<file path="src/rtl/seq_ctrl.sv">
// Instruction sequencer: owns pc/ir/acc, masters the ROM/RAM block through a
// registered address/write-data/strobe interface, and runs a
// FETCH -> EXEC (-> WRITE -> HOLD) loop until HALT.
module seq_ctrl #(
    parameter logic [7:0] RESET_PC = 8'h00
) (
    input  logic        clk,
    input  logic        rst,
    input  logic        start,
    input  logic [15:0] mem_rdata,
    output logic [7:0]  mem_addr,
    output logic [15:0] mem_wdata,
    output logic        mem_wr,
    output logic [7:0]  pc,
    output logic [15:0] ir,
    output logic [15:0] acc,
    output logic        carry,
    output logic [2:0]  state,
    output logic        halted,
    output logic        err
);

    typedef enum logic [2:0] {
        StIdle  = 3'd0,
        StFetch = 3'd1,
        StExec  = 3'd2,
        StWrite = 3'd3,
        StHold  = 3'd4,
        StHalt  = 3'd5
    } state_e;

    localparam logic [3:0] OpNop  = 4'h0;
    localparam logic [3:0] OpLda  = 4'h1;
    localparam logic [3:0] OpSta  = 4'h2;
    localparam logic [3:0] OpAdd  = 4'h3;
    localparam logic [3:0] OpSub  = 4'h4;
    localparam logic [3:0] OpJmp  = 4'h5;
    localparam logic [3:0] OpJz   = 4'h6;
    localparam logic [3:0] OpLdi  = 4'h7;
    localparam logic [3:0] OpHalt = 4'hF;

    // First RAM address; anything below is ROM and must never be written.
    localparam logic [7:0] RamBase = 8'h40;

    state_e      state_q, state_d;
    logic [7:0]  pc_q, pc_d;
    logic [15:0] ir_q, ir_d;
    logic [15:0] acc_q, acc_d;
    logic        carry_q, carry_d;
    logic [7:0]  addr_q, addr_d;
    logic [15:0] wdata_q, wdata_d;
    logic        wr_q, wr_d;
    logic        err_q, err_d;

    logic [3:0]  opcode;
    logic [7:0]  operand;
    logic [16:0] sum;
    logic [16:0] diff;

    assign opcode  = ir_q[15:12];
    assign operand = ir_q[7:0];
    // Bit 16 of the 17-bit result is the carry for ADD and the borrow for SUB.
    assign sum     = {1'b0, acc_q} + {1'b0, mem_rdata};
    assign diff    = {1'b0, acc_q} - {1'b0, mem_rdata};

    // Next-state and datapath updates; everything holds unless a state says otherwise.
    always_comb begin
        state_d = state_q;
        pc_d    = pc_q;
        ir_d    = ir_q;
        acc_d   = acc_q;
        carry_d = carry_q;
        addr_d  = addr_q;
        wdata_d = wdata_q;
        wr_d    = wr_q;
        err_d   = err_q;

        unique case (state_q)
            StIdle: begin
                addr_d = pc_q;
                if (start) begin
                    state_d = StFetch;
                end
            end
            StFetch: begin
                ir_d    = mem_rdata;
                pc_d    = pc_q + 8'd1;
                addr_d  = mem_rdata[7:0];
                state_d = StExec;
            end
            StExec: begin
                // Default exit: fetch the next sequential instruction.
                state_d = StFetch;
                addr_d  = pc_q;
                case (opcode)
                    OpNop: begin
                    end
                    OpLda: acc_d = mem_rdata;
                    OpSta: begin
                        if (operand < RamBase) begin
                            err_d = 1'b1;
                        end else begin
                            state_d = StWrite;
                            addr_d  = operand;
                            wdata_d = acc_q;
                            wr_d    = 1'b1;
                        end
                    end
                    OpAdd: {carry_d, acc_d} = sum;
                    OpSub: {carry_d, acc_d} = diff;
                    OpJmp: begin
                        pc_d   = operand;
                        addr_d = operand;
                    end
                    OpJz: begin
                        if (acc_q == 16'h0000) begin
                            pc_d   = operand;
                            addr_d = operand;
                        end
                    end
                    OpLdi: acc_d = {8'h00, operand};
                    OpHalt: begin
                        state_d = StHalt;
                        addr_d  = addr_q;
                    end
                    default: begin
                        err_d   = 1'b1;
                        state_d = StHalt;
                        addr_d  = addr_q;
                    end
                endcase
            end
            StWrite: begin
                // Strobe lasts exactly one cycle; address and data stay put through HOLD.
                wr_d    = 1'b0;
                state_d = StHold;
            end
            StHold: begin
                addr_d  = pc_q;
                state_d = StFetch;
            end
            StHalt: begin
            end
            default: state_d = StIdle;
        endcase
    end

    // State register with synchronous reset taking priority over every transition.
    always_ff @(posedge clk) begin
        if (rst) begin
            state_q <= StIdle;
            pc_q    <= RESET_PC;
            ir_q    <= 16'h0000;
            acc_q   <= 16'h0000;
            carry_q <= 1'b0;
            addr_q  <= RESET_PC;
            wdata_q <= 16'h0000;
            wr_q    <= 1'b0;
            err_q   <= 1'b0;
        end else begin
            state_q <= state_d;
            pc_q    <= pc_d;
            ir_q    <= ir_d;
            acc_q   <= acc_d;
            carry_q <= carry_d;
            addr_q  <= addr_d;
            wdata_q <= wdata_d;
            wr_q    <= wr_d;
            err_q   <= err_d;
        end
    end

    assign mem_addr  = addr_q;
    assign mem_wdata = wdata_q;
    assign mem_wr    = wr_q;
    assign pc        = pc_q;
    assign ir        = ir_q;
    assign acc       = acc_q;
    assign carry     = carry_q;
    assign state     = state_q;
    assign halted    = (state_q == StHalt);
    assign err       = err_q;

endmodule
</file>
<file path="config.mk">
export PLATFORM = sky130hd
export DESIGN_NAME = seq_ctrl
export DESIGN_NICKNAME = d
export VERILOG_FILES = /design/src/rtl/seq_ctrl.sv
export SDC_FILE = /design/constraint.sdc
export NUM_CORES = 1
export LEC_CHECK = 0
export CORE_ASPECT_RATIO = 1.5
export CORE_MARGIN = 2
export CORE_UTILIZATION = 40
export DETAILED_ROUTE_END_ITERATION = 16
export GPL_ROUTABILITY_DRIVEN = 0
export GPL_TIMING_DRIVEN = 0
export PLACE_DENSITY_LB_ADDON = 0.25
export SETUP_SLACK_MARGIN = 0.05
export SLEW_MARGIN = 20
export SYNTH_ARGS = -nofsm -noshare
export SYNTH_HDL_FRONTEND = slang
export SYNTH_SLANG_ARGS = --single-unit
</file>
<file path="constraint.sdc">
create_clock -name clk -period 2.8 [get_ports clk]
set_input_delay 0.42 -clock clk [delete_from_list [all_inputs] [get_ports clk]]
set_output_delay 0.42 -clock clk [all_outputs]
set_load 0.01 [all_outputs]
</file>
# Word level (Yosys, flattened, before mapping)
# Index checks and enable logic that the tools add are counted.
dict set report word_totals {
  ff_bits 70
  memories 0
  output_inout_bits 71
  romBits 0
  input_bits 19
  latchBits 0
  word_cells 72
  ram_bits 0
}
dict set report classes {
  n_bitwise 3
  eq_ne 19
  shifts 0
  div_mod_pow 0
  n_addsub 3
  mul 0
  n_mux 17
  n_reduce_logical 20
  magnitude_cmp 1
}
# cell n
set op_table {}
lappend op_table {{one-hot mux 16 bit (4 select lines)} 1}
lappend op_table {{one-hot mux 8 bit (2 select lines)} 2}
lappend op_table {{one-hot mux 8 bit (4 select lines)} 1}
lappend op_table {{one-hot mux 8 bit (3 select lines)} 1}
lappend op_table {{one-hot mux 3 bit (6 select lines)} 1}
lappend op_table {{adder 16 x 16 -> 17 bit} 1}
lappend op_table {{subtractor 16 x 16 -> 17 bit} 1}
lappend op_table {{== test 4 x 3 -> 1 bit, second input constant} 4}
lappend op_table {{zero test 16 bit} 1}
lappend op_table {{2-to-1 mux 8 bit} 2}
lappend op_table {{AND reduction 2 bit} 5}
lappend op_table {{AND reduction 3 bit} 3}
lappend op_table {{adder 8 x 1 -> 8 bit, second input constant} 1}
lappend op_table {{== test 4 x 2 -> 1 bit, second input constant} 2}
lappend op_table {{< comparator 8 x 7 -> 1 bit, second input constant} 1}
lappend op_table {{OR reduction 8 bit} 1}
lappend op_table {{OR reduction 7 bit} 1}
lappend op_table {{== test 3 x 2 -> 1 bit, second input constant} 2}
lappend op_table {{== test 3 bit, second input constant} 2}
lappend op_table {{!= test 2 bit, second input constant} 3}
lappend op_table {{one-hot mux 1 bit (2 select lines)} 3}
lappend op_table {{one-hot mux 3 bit (2 select lines)} 1}
lappend op_table {{nonzero test 2 bit} 3}
lappend op_table {{!= test 5 x 3 -> 1 bit, second input constant} 1}
lappend op_table {{15 further kinds} 19}

# Depth between registers and ports, before layout
# Gate-level depths: netlist of the first run.
dict set report depth {
  word_depth 4
  depth_mapped 11
}

# Least setup slack after synthesis of the first run
# Ideal clock, no wire load.
dict set report synth_path {
  kind {register -> register}
  startpoint {reg acc_q[0] (netlist: acc[0])}
  endpoint {reg acc_q[14] (netlist: acc[14])}
  slack_ps 346
  t_required_ps 2667
  arrival_time_ps 2321
  period_less_slack_ps 2454
  setup_time_ps 133
  path_stages_with_launch 12
  cell_sequence {dfxtp_1 ha_1 inv_1 fa_1 o21bai_1 a21oi_2 o21ai_1 a31oi_2 a221oi_2 xnor2_1 a221oi_2 a211oi_2}
}
dict set report synth_between {
  elab_chain_cells 2
  elab_cells_between_ends 3
  classes_between {add/sub (2); mux (1)}
}
# element line
set synth_lines {}
lappend synth_lines {{from (decl)} 48} ;# logic [15:0] acc_q, acc_d;
lappend synth_lines {{from (signal assigned)} 154} ;# acc_q <= 16'h0000;
lappend synth_lines {{from (signal assigned)} 164} ;# acc_q <= acc_d;
lappend synth_lines {{subtractor 16 x 16 -> 17 bit / adder 16 x 16 -> 17 bit (equally long branches)} {64, 63}}
lappend synth_lines {{one-hot mux 16 bit (4 select lines) *} 95} ;# case (opcode)
# Every way passes the cells marked *; elsewhere a longest branch is shown, timed or not.
# A chain may end at the register's enable or synchronous reset.

# Final worst setup path of the first run
dict set report layout_path {
  startpoint {in mem_rdata[7]}
  endpoint {reg acc_q[13] (netlist: acc[13])}
}
dict set report layout_between {
  elab_chain_cells 2
  elab_cells_between_ends 3
  classes_between {add/sub (2); mux (1)}
}
# element line
set layout_lines {}
lappend layout_lines {{from (decl)} 10} ;# input logic [15:0] mem_rdata,
lappend layout_lines {{subtractor 16 x 16 -> 17 bit / adder 16 x 16 -> 17 bit (equally long branches)} {64, 63}}
lappend layout_lines {{one-hot mux 16 bit (4 select lines) *} 95}
# Marks and branches as above.

==> results by stage, run 1 <==
Logic synthesis:
- The sequential area share after synthesis is roughly 28%.
- The synthesized cell area is ~5000 sq um.
- The share of synthesized area in the top cell type comes to roughly 28%.
- Counting every net in the synthesized netlist gives between 700 and 800.
- After Yosys synthesis, and, or, nand and nor cells account for a little over a fifth of the synthesized area.
- The area fraction in compound gates after synthesis is a little under a third.
- The leading area contributor after synthesis is dfxtp_1.
- Summing the areas of all fa, ha and maj instances in the mapped netlist gives 9.34% of the synthesized area.
- After Yosys synthesis, XOR and XNOR cells account for 1.23% of the synthesized area.
- The dominant combinational cell family by area after synthesis is compound AO/OA/AOI/OAI gates.
- Synthesis handed over a netlist of 660 instances.
- For this run, asynchronously set or reset flops after synthesis account for 0%.
- Yosys printed 0 warnings.
- In this run, synthesis produced a sequential element count of 70.
- The synthesized area divided by synthesized cell count is approximately 7.6 sq um.
- In the synthesized netlist, mux cells make up under 10% of the area.
- After synthesis, the netlist uses between 70 and 80 different library cells.
- Ranked by total cell area, the synthesized netlist is headed by dfxtp_1 28%, ha_1 8.5%, a21oi_1 7.4%.
- For this run, the leading register cell type out of synthesis is dfxtp_1.
- The number of synthesized flops with an enable pin is 0.

STA:
- The number of pins exceeding their max-slew limit in the final report is 0.
- The final setup violation count is 0.
- After layout, the worst path uses a little over nine tenths of the clock period.
- The remaining max-slew budget at the tightest pin is a little under half.
- For the pin with the worst max-slew slack, the measured transition is 821 ps.
- Counting I/O delays and the setup requirement, the final critical path takes around 2600 ps.
- The maximum clock rate is around 380 MHz.
- In the post-route analysis, the smallest setup slack over all paths is ~150 ps.
- Setup repair after global routing could not meet its margin everywhere.
- The final hold violation count was 0.
- The worst clock skew is 15.1 ps.

Finish:
- The layout overhead on the synthesized area is 29.2%.
- The fraction of layout instances using a drive strength above 1 is roughly a tenth.
- The number of diodes is 0.
- The count of non-filler cells in the finished layout is ~920.
- The final layout contains about 820 nets.

Setup path:
- Of all nets on the critical path, the largest fanout is 6.
- The arrival time at the worst endpoint is 2870 ps.
- The critical path contains buffers and inverters numbering 2 combined.
- The worst setup path endpoint is acc[13]$_SDFFE_PP0P_.
- The critical path crosses 10 cells after its start point.
- The worst register-to-register path ends at acc[14]$_SDFFE_PP0P_.
- The worst setup path is captured at a flip-flop.
- The startpoint of the most critical register-to-register path is acc[0]$_SDFFE_PP0P_.
- The critical path is of the in -> reg type.
- On the critical path, the stage with the largest delay is an instance of dlygate4sd2_1.
- The setup slack of the worst register-to-register path is approximately 160 ps.
- The largest single stage delay on the critical path is 400 ps.
- The required time of the critical path is 3030 ps.
- The launching element type of the critical path is an input port.
- The start point of the critical path is mem_rdata[7].
- Traced cell by cell, the critical path runs through dlygate4sd2_1 -> inv_1 -> ha_1 -> o21ai_1 -> a21oi_1 -> o41ai_4 -> o31a_1 -> a221oi_2 -> o22ai_1 -> a21o_1.
- The number of cells on the worst reg-to-reg path is 11.
- Broken down by cell family, the worst path's largest delay share belongs to compound AO/OA/AOI/OAI gates.

Detailed routing:
- The final antenna-violating net count is 0.
- The total wirelength of the detailed-routed design is 17700 microns.
- The detailed router placed about 5500 vias in this run.
- The via density per instance is between 5 and 6.
- After detailed routing, the number of remaining DRC violations is 0.
- After the first detailed-routing iteration, the DRC count stood at 429.
- The routed wirelength normalized by instance count is around 19 microns.
- For this run, the detailed router's first-pass iteration total came to 8.

Die:
- The floorplan has 50 rows.
- The height of the die is between 100 and 150 microns.
- Measured along the x axis, the die boundary spans 95.2 microns.
- The initial utilization of the core area, before any placement, comes to approximately two fifths.
- The placeable core region is between 10000 and 15000 sq um.
- 90 I/O pins were placed.
- The floorplan die area is 13400 sq um.

Clock tree:
- The TritonCTS clock tree is yes.
- In this run, post-CTS hold repair placed 0 buffers.
- In this run, CTS created clock tree buffers numbering 9.
- Clock-pin slew was measured on the worst setup and hold paths at around 60 ps.
- The insertion delay of the later-clocked pin in the worst-skew pair is 350 ps.
- The cell at the root of the clock tree is clkbuf_16.
- The count of clock tree sinks is 70.
- The deepest level of the CTS H-tree is 3.
- The maximum buffer depth of the clock tree is 2.

Job:
- The max capacitance violation total is 0.

GRT:
- The number of antenna violations at the first check in global routing was 0.
- Global routing used about a quarter of the available tracks across all layers.
- The number of global-route vias before repair was approximately 5400.
- The remaining global-route overflow is 0.
- The first global-routing pass estimated 27600 microns of wire.
- The maximum number of pins on one net before global-route repair is 14.

Power and ir drop:
- Dividing total power by cell area gives a power density of approximately 430 nW/um^2.
- IR analysis of the VDD net gives a maximum drop of ~0.39 mV.
- For this design the static power due to leakage is 0.00257 uW.

Hold path:
- The worst hold path begins at mem_rdata[1].
- The classification of the worst-slack hold path is in -> reg.

Placement:
- The worst-case setup slack after placement is -734 ps.
- The cell count after placement is 904.
- The quantity of I/O buffers inserted on ports is between 80 and 90.
- The wire-length estimate of the detail-placed layout is between 10000 and 15000 microns.

Status:
- The run finished with clean final reports.
## timing repair
action	4_1_cts	5_1_grt
pin swaps	2	4
resized for setup	17	13
setup buffers	1	1
setup endpoints to repair	12	6
## worst min-delay path by stage
| stage | endpoint | slack, ps | depth (start not counted) |
|---|---|---|---|
| floorplan | ir[10]$_SDFFE_PP0P_ | 480 | 2 |
| global placement | mem_addr[5]$_SDFFE_PP0P_ | 440 | 1 |
| detailed placement | mem_addr[5]$_SDFFE_PP0P_ | 450 | 1 |
| CTS | mem_addr[5]$_SDFFE_PP0P_ | 460 | 1 |
| global route | ir[11]$_SDFFE_PP0P_ | 450 | 3 |
| finish | ir[1]$_SDFFE_PP0P_ | 440 | 3 |
## layer usage
layer  vias up  global-route usage, %  wire [microns]
met2       232                   47.6            9300
met1      2599                   28.9            6650
met5         -                      0               0
met3        64                   4.49             905
met4         0                   13.9             829
li1       2585                      -               -
## placed cells by master, fill, tap and decap left out, drive strengths merged, types with 13 or more instances in the layout
cell type / n
clkbuf: 33
inv: 30
a211oi: 24
clkdlybuf4s50: 76
buf: 28
dfxtp: 70
a21oi: 75
ha: 34
nor3: 17
o22ai: 19
a21o: 13
nor2: 62
o21ai: 30
nand2: 97
## synth_stat cells, drive strengths merged (2+ instances only)
master / n
a31oi: 5
a22oi: 2
a221oi: 9
dfxtp: 70
a21oi: 75
nor2b: 12
inv: 29
a221o: 5
a21o: 13
nor3: 17
o31ai: 4
o221ai: 5
nor3b: 2
a2111oi: 2
xnor2: 4
nand2: 97
nand4: 3
a211oi: 24
clkbuf: 22
o31a: 2
ha: 34
buf: 26
fa: 2
a311oi: 2
nand3: 9
o21ai: 30
xor2: 3
mux2i: 9
nand2b: 9
nor4: 9
o21bai: 9
or3: 4
a222oi: 2
nor2: 62
o211ai: 6
o22ai: 19
or2: 3
o21a: 4
and3: 2
a211o: 3
## area by class of cell
cell class | instances | area [sq um]
repair buffers | 90 | 898
plain buffers | 48 | 240
flip-flops and latches | 70 | 1410
well taps | 156 | 195
clock inverters | 6 | 70.1
fillers | 1163 | 5880
multi-input cells | 513 | 3290
inverters | 29 | 109
clock buffers | 10 | 229
## cells by family (layout without fill, tap and decap cells)
family	Yosys count	in the layout
AO/OA/AOI/OAI	228	228
XOR/XNOR	7	7
adder cells (fa/ha/maj)	36	36
buffers and inverters	77	183
flip-flops	70	70
multiplexers	9	9
AND/OR/NAND/NOR	233	233
## state kept, by name (all words and copies together) (netlist names)
signal     flops
acc           16
carry          1
err            1
ir            16
mem_addr       8
mem_wdata     16
mem_wr         1
pc             8
state          3
## tightest hold or removal path: cells and delay by family
family | cells | cell delay (ps)
buffers and inverters | 1 | 160
AOI/OAI and AO/OA | 1 | 60
and+or+nand+nor | 1 | 90
## per-stage QoR
stage	util [%]	instance area, sq um	hold WS (ps)	TNS (ps)	total power, uW
after CTS	51.9	6400	457	0	2760
after global placement	49.2	6060	440	-5240	1590
after detailed placement	49.2	6060	446	-5930	1600
final	52.3	6440	444	0	2770
after floorplan	-	4990	481	0	1390
after global routing	52.3	6440	448	0	2850
## power by group
group          total (uW)  switching [uW]  internal (uW)
logic                 519             307            212
clock network        1180             481            697
registers            1070            44.2           1030
Power figures use the tool's default switching activity.
==> run 2, diff against run 1 <==
--- a/config.mk
+++ b/config.mk
@@ -17,3 +17,4 @@
 export SYNTH_ARGS = -nofsm -noshare
 export SYNTH_HDL_FRONTEND = slang
 export SYNTH_SLANG_ARGS = --single-unit
+export TNS_END_PERCENT = 100
==> results of run 2 <==
The final DEF is identical to that of run 1; final timing and power are the same.
==> run 3, diff against run 2 <==
--- a/config.mk
+++ b/config.mk
@@ -8,6 +8,7 @@
 export CORE_ASPECT_RATIO = 1.5
 export CORE_MARGIN = 2
 export CORE_UTILIZATION = 40
+export CTS_CLUSTER_SIZE = 14
 export DETAILED_ROUTE_END_ITERATION = 16
 export GPL_ROUTABILITY_DRIVEN = 0
 export GPL_TIMING_DRIVEN = 0
==> results of run 3 <==
The final DEF is identical to that of run 1; final timing and power are the same.
